===== src/rtl/change_dispenser.sv =====
// Coin-return controller: pays a refund greedily in Rs. 10 / Rs. 5 coins through
// a hopper with per-coin acknowledge, tracking inventory and hopper timeouts.
module change_dispenser #(
    parameter int COIN5_INIT  = 8,
    parameter int COIN10_INIT = 8,
    parameter int CNT_W       = 8,
    parameter int AMT_W       = 4,
    parameter int TIMEOUT     = 16
) (
    input  logic             clk,
    input  logic             rst,
    input  logic             req_valid,
    input  logic [AMT_W-1:0] req_amount,
    output logic             req_ready,
    output logic             drop5,
    output logic             drop10,
    input  logic             hop_done,
    input  logic             refill5,
    input  logic             refill10,
    output logic             done,
    output logic             short,
    output logic [AMT_W-1:0] paid_units,
    output logic             fault,
    output logic [CNT_W-1:0] cnt5,
    output logic [CNT_W-1:0] cnt10
);

    localparam int TW = $clog2(TIMEOUT + 1);
    localparam logic [TW-1:0]    T_LAST  = TW'(TIMEOUT - 1);
    localparam logic [CNT_W-1:0] CNT_MAX = {CNT_W{1'b1}};

    localparam logic [2:0] S_IDLE   = 3'd0;
    localparam logic [2:0] S_SELECT = 3'd1;
    localparam logic [2:0] S_DROP   = 3'd2;
    localparam logic [2:0] S_WAIT   = 3'd3;
    localparam logic [2:0] S_FINISH = 3'd4;
    localparam logic [2:0] S_FAULT  = 3'd5;

    logic [2:0]       state_r;
    logic [AMT_W-1:0] remaining_r;
    logic [AMT_W-1:0] paid_r;
    logic             coin10_r;
    logic [TW-1:0]    timer_r;
    logic [CNT_W-1:0] cnt5_r;
    logic [CNT_W-1:0] cnt10_r;
    logic [CNT_W-1:0] cnt5_s;
    logic [CNT_W-1:0] cnt10_s;
    logic             dec5_s;
    logic             dec10_s;

    // A simultaneous refill and eject cancel; refill alone saturates at full scale.
    function automatic logic [CNT_W-1:0] inv_step(input logic [CNT_W-1:0] cnt,
                                                  input logic inc, input logic dec);
        logic [CNT_W-1:0] nxt;
        if (inc && dec) begin
            nxt = cnt;
        end else if (inc) begin
            nxt = (cnt == CNT_MAX) ? cnt : cnt + CNT_W'(1);
        end else if (dec) begin
            nxt = cnt - CNT_W'(1);
        end else begin
            nxt = cnt;
        end
        return nxt;
    endfunction

    // Next inventory values from refills and the eject of the current DROP cycle.
    always_comb begin
        dec5_s  = (state_r == S_DROP) && !coin10_r;
        dec10_s = (state_r == S_DROP) && coin10_r;
        cnt5_s  = inv_step(cnt5_r, refill5, dec5_s);
        cnt10_s = inv_step(cnt10_r, refill10, dec10_s);
    end

    // Inventory registers.
    always_ff @(posedge clk) begin
        if (rst) begin
            cnt5_r  <= CNT_W'(COIN5_INIT);
            cnt10_r <= CNT_W'(COIN10_INIT);
        end else begin
            cnt5_r  <= cnt5_s;
            cnt10_r <= cnt10_s;
        end
    end

    // Payout state machine.
    always_ff @(posedge clk) begin
        if (rst) begin
            state_r     <= S_IDLE;
            remaining_r <= {AMT_W{1'b0}};
            paid_r      <= {AMT_W{1'b0}};
            coin10_r    <= 1'b0;
            timer_r     <= {TW{1'b0}};
        end else begin
            case (state_r)
                S_IDLE: begin
                    if (req_valid) begin
                        remaining_r <= req_amount;
                        paid_r      <= {AMT_W{1'b0}};
                        state_r     <= S_SELECT;
                    end
                end
                S_SELECT: begin
                    if (remaining_r >= AMT_W'(2) && cnt10_r != {CNT_W{1'b0}}) begin
                        coin10_r <= 1'b1;
                        state_r  <= S_DROP;
                    end else if (remaining_r >= AMT_W'(1) && cnt5_r != {CNT_W{1'b0}}) begin
                        coin10_r <= 1'b0;
                        state_r  <= S_DROP;
                    end else begin
                        state_r <= S_FINISH;
                    end
                end
                S_DROP: begin
                    timer_r <= {TW{1'b0}};
                    state_r <= S_WAIT;
                end
                S_WAIT: begin
                    // The coin is credited only once the hopper confirms it left.
                    if (hop_done) begin
                        if (coin10_r) begin
                            remaining_r <= remaining_r - AMT_W'(2);
                            paid_r      <= paid_r + AMT_W'(2);
                        end else begin
                            remaining_r <= remaining_r - AMT_W'(1);
                            paid_r      <= paid_r + AMT_W'(1);
                        end
                        state_r <= S_SELECT;
                    end else if (timer_r == T_LAST) begin
                        state_r <= S_FAULT;
                    end else begin
                        timer_r <= timer_r + TW'(1);
                    end
                end
                S_FINISH: state_r <= S_IDLE;
                S_FAULT:  state_r <= S_FAULT;
                default:  state_r <= S_IDLE;
            endcase
        end
    end

    assign req_ready  = (state_r == S_IDLE);
    assign drop5      = (state_r == S_DROP) && !coin10_r;
    assign drop10     = (state_r == S_DROP) && coin10_r;
    assign done       = (state_r == S_FINISH);
    assign short      = (state_r == S_FINISH) && (remaining_r != {AMT_W{1'b0}});
    assign fault      = (state_r == S_FAULT);
    assign paid_units = paid_r;
    assign cnt5       = cnt5_r;
    assign cnt10      = cnt10_r;

endmodule


===== config.mk =====
export PLATFORM = sky130hd
export DESIGN_NAME = change_dispenser
export DESIGN_NICKNAME = d
export VERILOG_FILES = /design/src/rtl/change_dispenser.sv
export SDC_FILE = /design/constraint.sdc
export NUM_CORES = 1
export LEC_CHECK = 0
export CAP_MARGIN = 20
export CORE_UTILIZATION = 25
export DETAILED_ROUTE_END_ITERATION = 8
export GPL_TIMING_DRIVEN = 0
export PLACE_DENSITY = 0.46
export SYNTH_ARGS = -nofsm -noshare
export SYNTH_HDL_FRONTEND = slang
export SYNTH_SLANG_ARGS = --single-unit

===== constraint.sdc =====
create_clock -name clk -period 4.3 [get_ports clk]
set_input_delay 0.645 -clock clk [delete_from_list [all_inputs] [get_ports clk]]
set_output_delay 0.645 -clock clk [all_outputs]
set_load 0.03 [all_outputs]

==> results of run 1 <==
-- flip-flops by register name, indices dropped and copies added, names as in the netlist --
name and count:
remaining_r 4, coin10_r 1, timer_r 5, state_r 3, cnt10 8, cnt5 8
paid_units 4
-- Yosys cell counts, drive strengths merged, types with 3 or more instances --
| cell | instances |
|---|---|
| o21a | 3 |
| nand2 | 7 |
| o21ai | 23 |
| a21oi | 25 |
| a32o | 4 |
| o211a | 3 |
| or4b | 3 |
| xor2 | 6 |
| inv | 13 |
| nor3b | 5 |
| nor3 | 15 |
| nor2b | 6 |
| a21o | 6 |
| nor2 | 20 |
| nand3 | 10 |
| a211oi | 9 |
| clkbuf | 9 |
| nor4 | 5 |
| o211ai | 7 |
| and2 | 4 |
| nand2b | 6 |
| a311oi | 3 |
| nand4 | 9 |
| a21boi | 4 |
| dfxtp | 33 |
| ha | 22 |
| and3 | 4 |
-- final cells by class --
cell class	count	area share, %
plain buffers	10	1.49
clock buffers	5	2.28
clock inverters	3	0.580
inverters	14	1.74
multi-input cells	238	55.1
flip-flops and latches	33	21.9
well taps	129	5.34
repair buffers	35	11.6
-- worst max path at each step --
stage / end / slack [ns] / cells past startpoint / from
floorplan: short / 1.40 / 3 / state_r[2]$_SDFFE_PP0P_
global placement: cnt5[6]$_SDFFE_PP0P_ / 1.16 / 7 / refill5
detailed placement: cnt5[6]$_SDFFE_PP0P_ / 1.14 / 7 / refill5
CTS: short / 1.25 / 4 / state_r[2]$_SDFFE_PP0P_
global route: short / 1.10 / 4 / state_r[2]$_SDFFE_PP0P_
finish: short / 1.24 / 4 / state_r[2]$_SDFFE_PP0P_
-- per-layer routing --
layer	vias to the layer above	track usage, %
li1	1213	-
met1	1115	19.5
met2	45	21.8
met3	5	2.16
met4	0	3.34
met5	-	0
-- metrics by stage --
stage / setup slack [ns] / cell area (sq um)
2_1_floorplan: 1.40 / 2420
3_3_place_gp: 1.16 / 2930
3_5_place_dp: 1.14 / 2930
4_1_cts: 1.25 / 3020
5_1_grt: 1.10 / 3020
6_report: 1.24 / 3020
-- tightest hold or removal path, stage by stage, from the launching register on --
cell,delay (ns)
dfxtp_1,0.32
o21ai_0,0.07
a21oi_1,0.06
-- cell families (layout without fill, tap and decap cells) --
family                     Yosys count  in the layout  share of synthesized area [%]
AOI/OAI and AO/OA                  103            103                           28.6
and+or+nand+nor                    103            103                           24.2
DFF                                 33             33                           27.3
adders and majority gates           24             24                           13.0
buffers and inverters               24             67                           4.03
xor gates and xnor gates             8              8                           2.89
-- power groups by stage --
stage	Clock, mW	Sequential [mW]	Combinational [mW]
4_1_cts	0.248	0.385	0.431
6_report	0.235	0.384	0.429
3_5_place_dp	0	0.392	0.428
2_1_floorplan	0	0.425	0.258
5_1_grt	0.263	0.393	0.479
3_3_place_gp	0	0.393	0.428
==> results.yml, run 1 <==
sta:
  maxSlewViolCount: 0
  fin_setup_tns_ns: 0
  whs_ns: 0.496
  clock_skew_ns: 0.00673
  period_needed_ns: 3.06
  fmax_mhz: 327
  rsz0062_at_grt: "false"
  tightest_slew_ns: 0.649
  setup_viol_count_final: 0
  hold_viol_final: 0
  slew_headroom_pct: 56.5
  period_share_pct: 71.2
yosys:
  synth_cells: 295
  ys.flop_type: "dfxtp_1"
  synth_edf_count: 0
  synth_top_cell_by_area: "dfxtp_1"
  synth_top_area_share_pct: 27.3
  syn_area_sq_mm: 0.00242
  synth_cell_types: 53
  ys_top_cells_by_area: "dfxtp_1, ha_1, a21oi_1, o21ai_0, nor2_1"
  yosysSeqAreaShare_pct: 27.3
  yosys_register_bits: 33
  yosys_warnings: 0
  synth-async-reset-ratio_pct: 0
  synth_nets: 329
  synth_area_per_cell_sq_um: 8.21
routing:
  dr.pass1.iters: 4
  wl_per_cell_um: 14.0
  wl_met3_um: 211
  postRouteAntennaNets: 0
  drt-total-wl_um: 6550
  met2_length_um: 2930
  viasPerCell: 5.09
  vias: 2378
  drcViolationCount: 0
  drt_iter0_drc: 89
  met1_length_um: 3360
  routed.top_layer: "met4"
placement:
  globalplace.congestion: 0.802
  hpwl_um: 4940
  portBuffers: 35
  dp.cells: 459
final_layout:
  drive_gt1_share_pct: 4.14
  regArea_sq_um: 661
  mostFrequentLayoutCells: "clkdlybuf4s50_1, dfxtp_1, a21oi_1, o21ai_0, ha_1"
  final_common_cell: "clkdlybuf4s50_1"
  nFillCells: 999
  finish.utilization_pct: 32.4
  multiInputGateArea_sq_mm: 0.00166
  antennaDiodeCount: 0
  nets: 371
  area_growth_syn_to_layout_pct: 24.7
  layout.cells.non_filler: 467
clock_network:
  cts_setup_buffers: 0
  clk_pin_slew_ns: 0.07
  ctsHoldBuffers: 0
  cts-root-buf: "clkbuf_8"
  cts_tree: "done"
  cts_num_sinks: 33
  h-tree-depth: 2
  clk_latency_ns: 0.29
  cts_buffers: 5
  clk_path_buf_depth: 2
  cts_resized: 0
flow_run:
  max-cap-violations: 0
floorplan:
  dieArea_sq_mm: 0.0101
  die_w_um: 100
  core.rowCount: 35
  coreArea_sq_mm: 0.00933
  die_h_um: 100
  initial_utilization_pct: 26.0
  io_pins: 36
setup_path:
  cp_max_fo: 10
  crit_chain: "clkbuf_1 > nor3b_1 > a21boi_0 > clkdlybuf4s50_1"
  r2r_cells: 5
  worstReg2RegEnd: "cnt5[6]$_SDFFE_PP0P_"
  crit_arrival_ns: 2.42
  crit_type: "flip-flop to primary output"
  cp_slowest_cell: "clkdlybuf4s50_1"
  slowest_delay_ns: 0.71
  r2r-start: "cnt5[0]$_SDFFE_PP0P_"
  end_kind: "primary output"
  reg2reg_slack_ns: 2.28
  required_ns: 3.65
  crit_family: "buffers and inverters"
  critical_path_buf_inv_count: 2
  cp-start-kind: "flip-flop"
power_and_ir_drop:
  internal-power_uw: 634
  p_leak_nw: 1.14
  pwr-share-seq_pct: 36.7
  clockPowerShare_pct: 22.4
  swShare_pct: 39.5
  ir_worst_vdd_uv: 98.4
  power_mw: 1.05
  power_density_mw_per_mm2: 347
  p_switching_uw: 414
  p_comb_share_pct: 40.9
worst_hold_path:
  min_path_cells: 2
  min_path_type: "flip-flop to flip-flop"
  hp-start: "remaining_r[3]$_SDFFE_PP0P_"
  worstHoldEndpoint: "remaining_r[3]$_SDFFE_PP0P_"
global_route:
  grt_antenna_before_repair: 0
  grt_max_degree: 12
  grt_pass1_wl_um: 11200
  grt-ovfl-total: 0
  grt_pass1_vias: 2240
  grt_usage_pct: 13.8
run_status:
  status: "completed"
(Power assumes the default switching activity.)
==> run 2: changes to the inputs <==
==> constraint.sdc (replaced) <==
create_clock -name clk -period 3 [get_ports clk]
set_input_delay 0.45 -clock clk [delete_from_list [all_inputs] [get_ports clk]]
set_output_delay 0.45 -clock clk [all_outputs]
set_load 0.03 [all_outputs]
==> run 2 against run 1 <==
Net effect:
- flip-flop and latch count unchanged
- clock power up 43%
- via count up 0.17%
- final cell count unchanged
- final area about the same
- power up 43%
- global-route usage unchanged
- clock skew about the same
- combinational power up 43%
- count of clock-buffer cells in the layout unchanged
- critical path depth unchanged
- die area unchanged
- critical path type unchanged
- largest cell class unchanged
- largest power group unchanged
==> results.yml, run 2 (synthesis results as in run 1) <==
floorplan:
  initial_utilization_pct: 26.0
  io_pins: 36
  dieArea_sq_mm: 0.0101
  die_h_um: 100
  core.rowCount: 35
  coreArea_sq_mm: 0.00933
  die_w_um: 100
placement:
  hpwl_um: 4940
  dp_slack_ns: 0.0394
  globalplace.congestion: 0.802
  dp.cells: 459
  portBuffers: 35
power_and_ir_drop:
  p_leak_nw: 1.15
  pwr-share-seq_pct: 36.7
  p_switching_uw: 594
  p_comb_share_pct: 40.9
  power_density_mw_per_mm2: 497
  swShare_pct: 39.5
  clockPowerShare_pct: 22.4
  internal-power_uw: 909
  ir_worst_vdd_uv: 141
  power_mw: 1.50
routing:
  dr.pass1.iters: 4
  drt-total-wl_um: 6540
  drcViolationCount: 0
  postRouteAntennaNets: 0
  viasPerCell: 5.10
  vias: 2382
  drt_iter0_drc: 94
  wl_per_cell_um: 14.0
sta:
  tightest_slew_ns: 0.649
  fin_setup_tns_ns: 0
  clock_skew_ns: 0.00673
  slew_headroom_pct: 56.5
  rsz0062_at_grt: "false"
  hold_viol_final: 0
  setup_viol_count_final: 0
  period_needed_ns: 2.76
  whs_ns: 0.496
  period_share_pct: 92.1
  layout_setup_ws_ns: 0.236
  maxSlewViolCount: 0
  fmax_mhz: 362
setup_path:
  end_kind: "primary output"
  cp_max_fo: 10
  crit_type: "flip-flop to primary output"
  cp-start-kind: "flip-flop"
  crit_arrival_ns: 2.31
  required_ns: 2.55
clock_network:
  cts_buffers: 5
  h-tree-depth: 2
  clk_latency_ns: 0.29
  clk_pin_slew_ns: 0.07
  clk_path_buf_depth: 2
  cts-root-buf: "clkbuf_8"
  cts_setup_buffers: 0
  cts_num_sinks: 33
  cts_tree: "done"
final_layout:
  mostFrequentLayoutCells: "clkdlybuf4s50_1, dfxtp_1, a21oi_1, o21ai_0, ha_1"
  area_growth_syn_to_layout_pct: 24.7
  nFillCells: 998
  final_common_cell: "clkdlybuf4s50_1"
  antennaDiodeCount: 0
  layout.cells.non_filler: 467
  nets: 371
  drive_gt1_share_pct: 4.44
run_status:
  status: "completed"
worst_hold_path:
  min_path_type: "flip-flop to flip-flop"
global_route:
  grt_max_degree: 12
  grt_pass1_vias: 2240
  grt_pass1_wl_um: 11200
  grt_usage_pct: 13.8
  grt_antenna_before_repair: 0
  grt-ovfl-total: 0
flow_run:
  max-cap-violations: 0
-- run 2: cell counts in the layout (fill, tap and decap cells not counted) --
Identical to the previous run, type by type.
-- run 2: area by class of cell --
type                            count  area (sq um)  share of cell area, %
Multi-Input combinational cell    238          1660                   55.1
Buffer                             10          46.3                   1.53
Sequential cell                    33           661                   21.9
Inverter                           14          52.6                   1.74
Tap cell                          129           161                   5.34
Clock inverter                      3          17.5                  0.580
Clock buffer                        5          68.8                   2.28
Timing Repair Buffer               35           350                   11.6
-- run 2: critical path: stages, from the launching register on --
cell and delay (ns):
dfxtp_1 0.45, clkbuf_2 0.26, nor3b_1 0.31, a21boi_0 0.29, clkdlybuf4s50_1 0.72
-- run 2: timing repair --
| item | CTS | global route |
|---|---|---|
| resized for setup | 0 | 2 |
| hold buffers | 0 | 0 |
| endpoints found under the setup margin | 0 | 1 |
-- run 2: final timing paths --
check	from	end	slack [ns]	cells after the start
setup reg to reg	cnt5[0]$_SDFFE_PP0P_	cnt5[6]$_SDFFE_PP0P_	0.98	5
hold reg to reg	remaining_r[3]$_SDFFE_PP0P_	remaining_r[3]$_SDFFE_PP0P_	0.50	2
hold / removal	remaining_r[3]$_SDFFE_PP0P_	remaining_r[3]$_SDFFE_PP0P_	0.50	2
setup / recovery	state_r[2]$_SDFFE_PP0P_	short	0.24	4
-- run 2: power by group through the flow --
stage	Sequential [mW]	Combinational, mW	Clock (mW)
finish	0.551	0.615	0.337
global placement	0.563	0.613	0
global route	0.563	0.686	0.377
detailed placement	0.561	0.614	0
floorplan	0.609	0.369	0
CTS	0.551	0.618	0.355
-- run 2: layer usage --
metal	global-route usage (%)	share of wire (%)	vias to the layer above
met5	0	0	-
met4	3.34	0.72	0
met3	2.16	3.1	5
met2	21.8	45	43
met1	19.5	51	1119
li1	-	-	1215
-- run 2: stage by stage --
step | instance area (sq um) | util (%)
after floorplan | 2420 | -
after global placement | 2930 | 31.5
after detailed placement | 2930 | 31.5
after CTS | 3020 | 32.4
after global routing | 3020 | 32.4
final | 3020 | 32.4
==> variant 1 (config.mk and constraints of run 2) <==
`TIMEOUT`: 16 -> 8.
--- a/src/rtl/change_dispenser.sv
+++ b/src/rtl/change_dispenser.sv
@@ -7,3 +7,3 @@
     parameter int AMT_W       = 4,
-    parameter int TIMEOUT     = 16
+    parameter int TIMEOUT     = 8
 ) (
Check against the original RTL: no difference found for any inputs over 10 cycles, from zero or initial values and one cycle with rst high; that may be too few to reach the edited logic, so the function may still have changed.
==> variant 1 against run 2 <==
  * Global-route usage decreased by 0.18 points
  * Routed wire length down 13%
  * Hold slack better by 0.00056 ns
  * Worst setup slack worse by 0.025 ns
  * Sequential power is 15% higher
  * Area after synthesis shrank 8.7%
  * Sequential cell count fell by 1
  * Non-clock buffer count did not move
  * Total power rose by 36%
  * Largest cell class unchanged
  * Design area fell by 8.2%
  * Cell count is 12% lower
  * Core utilization is 0.70 points higher
  * Via count down 15%
==> variant 1: results (changes against run 2) <==
- # port buffers: 34 (was 35)
- Nets: 340 (was 371)
- Switching pwr: 884 uW (was 594 uW)
- Pre-antenna DRT Iters: 4 (unchanged)
- Post-synthesis sequential area ratio: 0.290 (was 0.273)
- Static Leak: 0.00110 uW (was 0.00115 uW)
- DRT iter0 DRCs: 123 (was 94)
- Main area contributors after synthesis: dfxtp_1 (29%), ha_1 (12%), xnor2_1 (5.1%) (was dfxtp_1 (27%), ha_1 (11%), a21oi_1 (5.2%))
- Distinct cell type count after synthesis: 48 (was 53)
- Placed cell area: 2680 um^2 (was 2930 um^2)
- Largest net degree at the start of global routing: 11 (was 12)
- Maximum vdd drop: 0.193 mV (was 0.141 mV)
- Total wire length: 5680 um (was 6540 um)
- DP Wirelength: 4260 um (was 4940 um)
- Layout cells sized above 1: 0.0584 (was 0.0444)
- Wirelength per Cell: 13.7 um (was 14.0 um)
- Inst Count DP: 405 (was 459)
- Dpl ws: 0.456 ns (was 0.0394 ns)
- Post-Syn Nets: 299 (was 329)
- Worst R2R Setup Slack: 1.20 ns (was 0.98 ns)
- Synth Area per Inst: 8.32 um^2 (was 8.21 um^2)
- Crit path DAT: 2.34 ns (was 2.31 ns)
- Tmin final: 2.79 ns (was 2.76 ns)
- Setup Skew: 0.00323 ns (was 0.00673 ns)
- Tightest Pin Transition: 0.634 ns (was 0.649 ns)
- First-pass GRT wire length: 9490 um (was 11,200 um)
- WHS: 0.496 ns (about the same)
- GRT Util Overall: 0.136 (was 0.138)
- Root buffer cell: clkbuf_8 (unchanged)
- CP delay by family, top: buffers and inverters (unchanged)
- DR vias: 2,020 (was 2,382)
- Status: finished clean (unchanged)
- Commonest cells in the netlist: dfxtp_1 (32), nor2_1 (30), ha_1 (21) (was dfxtp_1 (33), a21oi_1 (25), o21ai_0 (23))
- Vias in the first global route: 1,892 (was 2,240)
- GP Congestion: 0.855 (was 0.802)
==> variant 1: changes by cell type after synthesis, moves of 7 or more <==
cell | run 2 | this run
nand3_1 | 10 | 2
nor3_1 | 15 | 6
nand2_1 | 6 | 20
nor2_1 | 20 | 30
mux2i_1 | 0 | 7
xnor2_1 | 2 | 13
o21ai_0 | 23 | 10
==> variant 1: path summary, 6_finish.rpt <==
path	startpoint	to	cells after the start
setup reg to reg	state_r[2]	paid_units[3]	6
setup / recovery	state_r[2]	short	4
hold / removal	timer_r[0]	timer_r[0]	2
hold reg to reg	timer_r[0]	timer_r[0]	2
==> variant 1: cells by family after synthesis <==
family | Yosys count | synth area share
xor gates and xnor gates | 14 | 0.0554
DFF | 32 | 0.290
adders and majority gates | 23 | 0.137
muxes | 8 | 0.0379
AOI/OAI and AO/OA | 78 | 0.240
and+or+nand+nor | 86 | 0.194
buffers and inverters | 25 | 0.0464
==> variant 1: worst min-delay path, stage by stage (launching register included) <==
cell     delay [ns]
dfxtp_1        0.34
nand2_1        0.07
a21oi_1        0.05
==> variant 1: power groups by stage <==
stage               clock (uW)  sequential [uW]  combinational (uW)
CTS                        361              637                1080
detailed placement           0              646                1070
finish                     346              634                1070
global placement             0              646                1060
floorplan                    0              728                 656
global route               384              654                1180
==> variant 1: final cells by class <==
| type | count | area [um^2] |
|---|---|---|
| buffer | 11 | 50.0 |
| inverter | 14 | 52.6 |
| timing repair buffer | 34 | 340 |
| fill | 906 | 5610 |
| sequential | 32 | 641 |
| clock buffer | 8 | 90.1 |
| multi-input combinational | 209 | 1470 |
| tap | 105 | 131 |
==> variant 1: layer usage <==
layer	wire length, um	global-route usage	vias to the layer above
met5	0	0	-
met4	79	0.0410	0
met3	216	0.0269	6
met2	2470	0.210	35
met1	2910	0.190	920
li1	-	-	1059
==> variant 2 (settings of run 2) <==
Made on the original files. Register the output `fault`, with the module's reset; this adds one clock of latency there. The other outputs are not delayed to match.
--- a/src/rtl/change_dispenser.sv
+++ b/src/rtl/change_dispenser.sv
@@ -146,3 +146,9 @@
     assign short      = (state_r == S_FINISH) && (remaining_r != {AMT_W{1'b0}});
-    assign fault      = (state_r == S_FAULT);
+    always_ff @(posedge clk) begin
+        if (rst) begin
+            fault <= '0;
+        end else begin
+            fault <= (state_r == S_FAULT);
+        end
+    end
     assign paid_units = paid_r;
Function: same outputs for any inputs over 10 cycles, from zero or initial values and one cycle with rst high; that may be too few to reach the edited logic, so the function may still have changed.
==> variant 2 against run 2 <==
  * The run now ends with design-rule violations left
  * Sequential cell count rose by 1
  * Largest power group unchanged
  * Design area down 4.7%
  * Critical path depth is the same
  * Die area shrank 5.0%
  * Sequential share of layout area grew 1.8 points
  * Total power rose by 10%
  * Highest routed layer unchanged
  * Area after synthesis decreased by 5.1%
  * Worst setup slack worse by 0.0039 ns
  * Combinational power grew 14%
  * Routed wire length decreased by 10%
  * Register-to-register slack improved by 0.04 ns
==> variant 2: results (changes against run 2) <==
- First-pass GRT wire length: 10,000 um (was 11,200 um)
- Layout cells sized above 1: 0.0633 (was 0.0444)
- Post-Syn Nets: 307 (was 329)
- FF-to-FF Start: state_r[1] (was cnt5[0])
- Max-slew violation count: 0 (unchanged)
- Reg2Reg Depth: 6 (was 5)
- Filler Cells Inserted: 949 (was 998)
- Max Cap Violations: 0 (unchanged)
- Pre-antenna DRT Iters: 6 (was 4)
- Number of flops mapped to enable cells by yosys: 0 (unchanged)
- GRT Util Overall: 0.130 (was 0.138)
- Status: complete, but fails checks (was finished clean)
- R2r endpoint: remaining_r[2] (was cnt5[6])
- WHS Path Cells: 2 (unchanged)
- # port buffers: 35 (unchanged)
- DRT iter0 DRCs: 67 (was 94)
- Switching pwr: 648 uW (was 594 uW)
- Nets: 349 (was 371)
- Largest net degree at the start of global routing: 12 (unchanged)
- Maximum vdd drop: 0.164 mV (was 0.141 mV)
- Wirelength per Cell: 13.9 um (was 14.0 um)
- Post-synthesis sequential area ratio: 0.296 (was 0.273)
- Commonest cells in the netlist: dfxtp_1 (34), nor2_1 (29), ha_1 (22) (was dfxtp_1 (33), a21oi_1 (25), o21ai_0 (23))
- Drc violations: 3 (was 0)
- CTS H-tree lvls: 2 (unchanged)
- Root buffer cell: clkbuf_8 (unchanged)
- Worst R2R Setup Slack: 1.02 ns (was 0.98 ns)
- Initial antenna violation count: 0 (unchanged)
- Distinct cell type count after synthesis: 50 (was 53)
- Ys async rst share: 0 (unchanged)
- ANT cells: 0 (unchanged)
- CTS max path bufs: 2 (unchanged)
- Main area contributors after synthesis: dfxtp_1 (30%), ha_1 (12%), nor2_1 (4.7%) (was dfxtp_1 (27%), ha_1 (11%), a21oi_1 (5.2%))
- Cts bufs inserted: 5 (unchanged)
- Setup Skew: 0.0103 ns (was 0.00673 ns)
- Clk_lat worst skew: 0.30 ns
- Vias in the first global route: 2,028 (was 2,240)
- Tightest Pin Transition: 0.586 ns (was 0.649 ns)
- Crit path DAT: 2.32 ns
- WHS: 0.498 ns (was 0.496 ns)
- DP Wirelength: 4460 um (was 4940 um)
- GP Congestion: 0.781 (was 0.802)
- Global route total overflow: 0 (unchanged)
- Hold Path Origin: timer_r[4] (was remaining_r[3])
- Static Leak: 0.00113 uW (was 0.00115 uW)
- Worst hold-check path type: reg -> reg (unchanged)
- Worst Hold End: timer_r[4] (was remaining_r[3])
- CP max FO: 10 (unchanged)
- Via density: 4.93 (was 5.10)
- Clk slew on worst S/H paths: 0.07 ns (about the same)
- Failing checks: design-rule violations
- Yosys warns: 0 (unchanged)
-- variant 2: worst max path at each step --
stage,startpoint,endpoint,slack [ns],cells past startpoint
5_1_grt,state_r[2],short,0.12,4
4_1_cts,state_r[2],short,0.09,4
3_3_place_gp,refill10,cnt10[7],0.22,8
3_5_place_dp,refill10,cnt10[7],0.20,8
2_1_floorplan,state_r[2],short,0.28,3
6_report,state_r[2],short,0.23,4
-- variant 2: repair_timing --
item	CTS	global route
setup buffers	0	0
endpoints found under the setup margin	0	1
hold buffers	0	0
resized for setup	0	2
-- variant 2: power groups by stage --
| stage | combinational (uW) | sequential [uW] | clock, uW |
|---|---|---|---|
| floorplan | 425 | 657 | 0 |
| global placement | 700 | 596 | 0 |
| detailed placement | 702 | 597 | 0 |
| CTS | 708 | 587 | 385 |
| global route | 775 | 599 | 402 |
| finish | 703 | 585 | 367 |
-- variant 2: cell type report --
class,count,share of cell area
Multi-Input combinational cell,217,0.532
Sequential cell,34,0.236
Timing Repair Buffer,35,0.122
Tap cell,108,0.0469
Clock buffer,6,0.0287
Inverter,12,0.0156
Buffer,10,0.0143
Clock inverter,2,0.00434
-- variant 2: cells by family after synthesis --
kind of cell    Yosys count  share of synthesized area
xor+xnor                 13                     0.0495
mux                       6                     0.0261
fa+ha+maj                24                      0.137
buf+inv                  22                     0.0370
flops                    34                      0.296
simple gates             89                      0.205
compound gates           85                      0.249
-- variant 2: worst max-delay path, cell delays in order (launching register included) --
cell and delay (ns):
dfxtp_1 0.44, clkbuf_2 0.25, nor3b_1 0.34, a21boi_0 0.29, clkdlybuf4s50_1 0.72
-- variant 2: per-stage QoR --
| step | power, uW | utilization | area [um^2] | setup slack [ns] | std cells |
|---|---|---|---|---|---|
| after global routing | 1780 | 0.327 | 2880 | 0.119 | 424 |
| after CTS | 1680 | 0.327 | 2880 | 0.0889 | 424 |
| after detailed placement | 1300 | 0.316 | 2780 | 0.197 | 416 |
| after global placement | 1300 | 0.316 | 2780 | 0.222 | 416 |
| final | 1650 | 0.327 | 2880 | 0.233 | 424 |
| after floorplan | 1080 | - | 2300 | 0.285 | 273 |
-- variant 2: routing by layer --
metal	GRT usage	wire (um)
met5	0	0
met4	0.0420	82
met3	0.0251	193
met2	0.197	2540
met1	0.185	3060
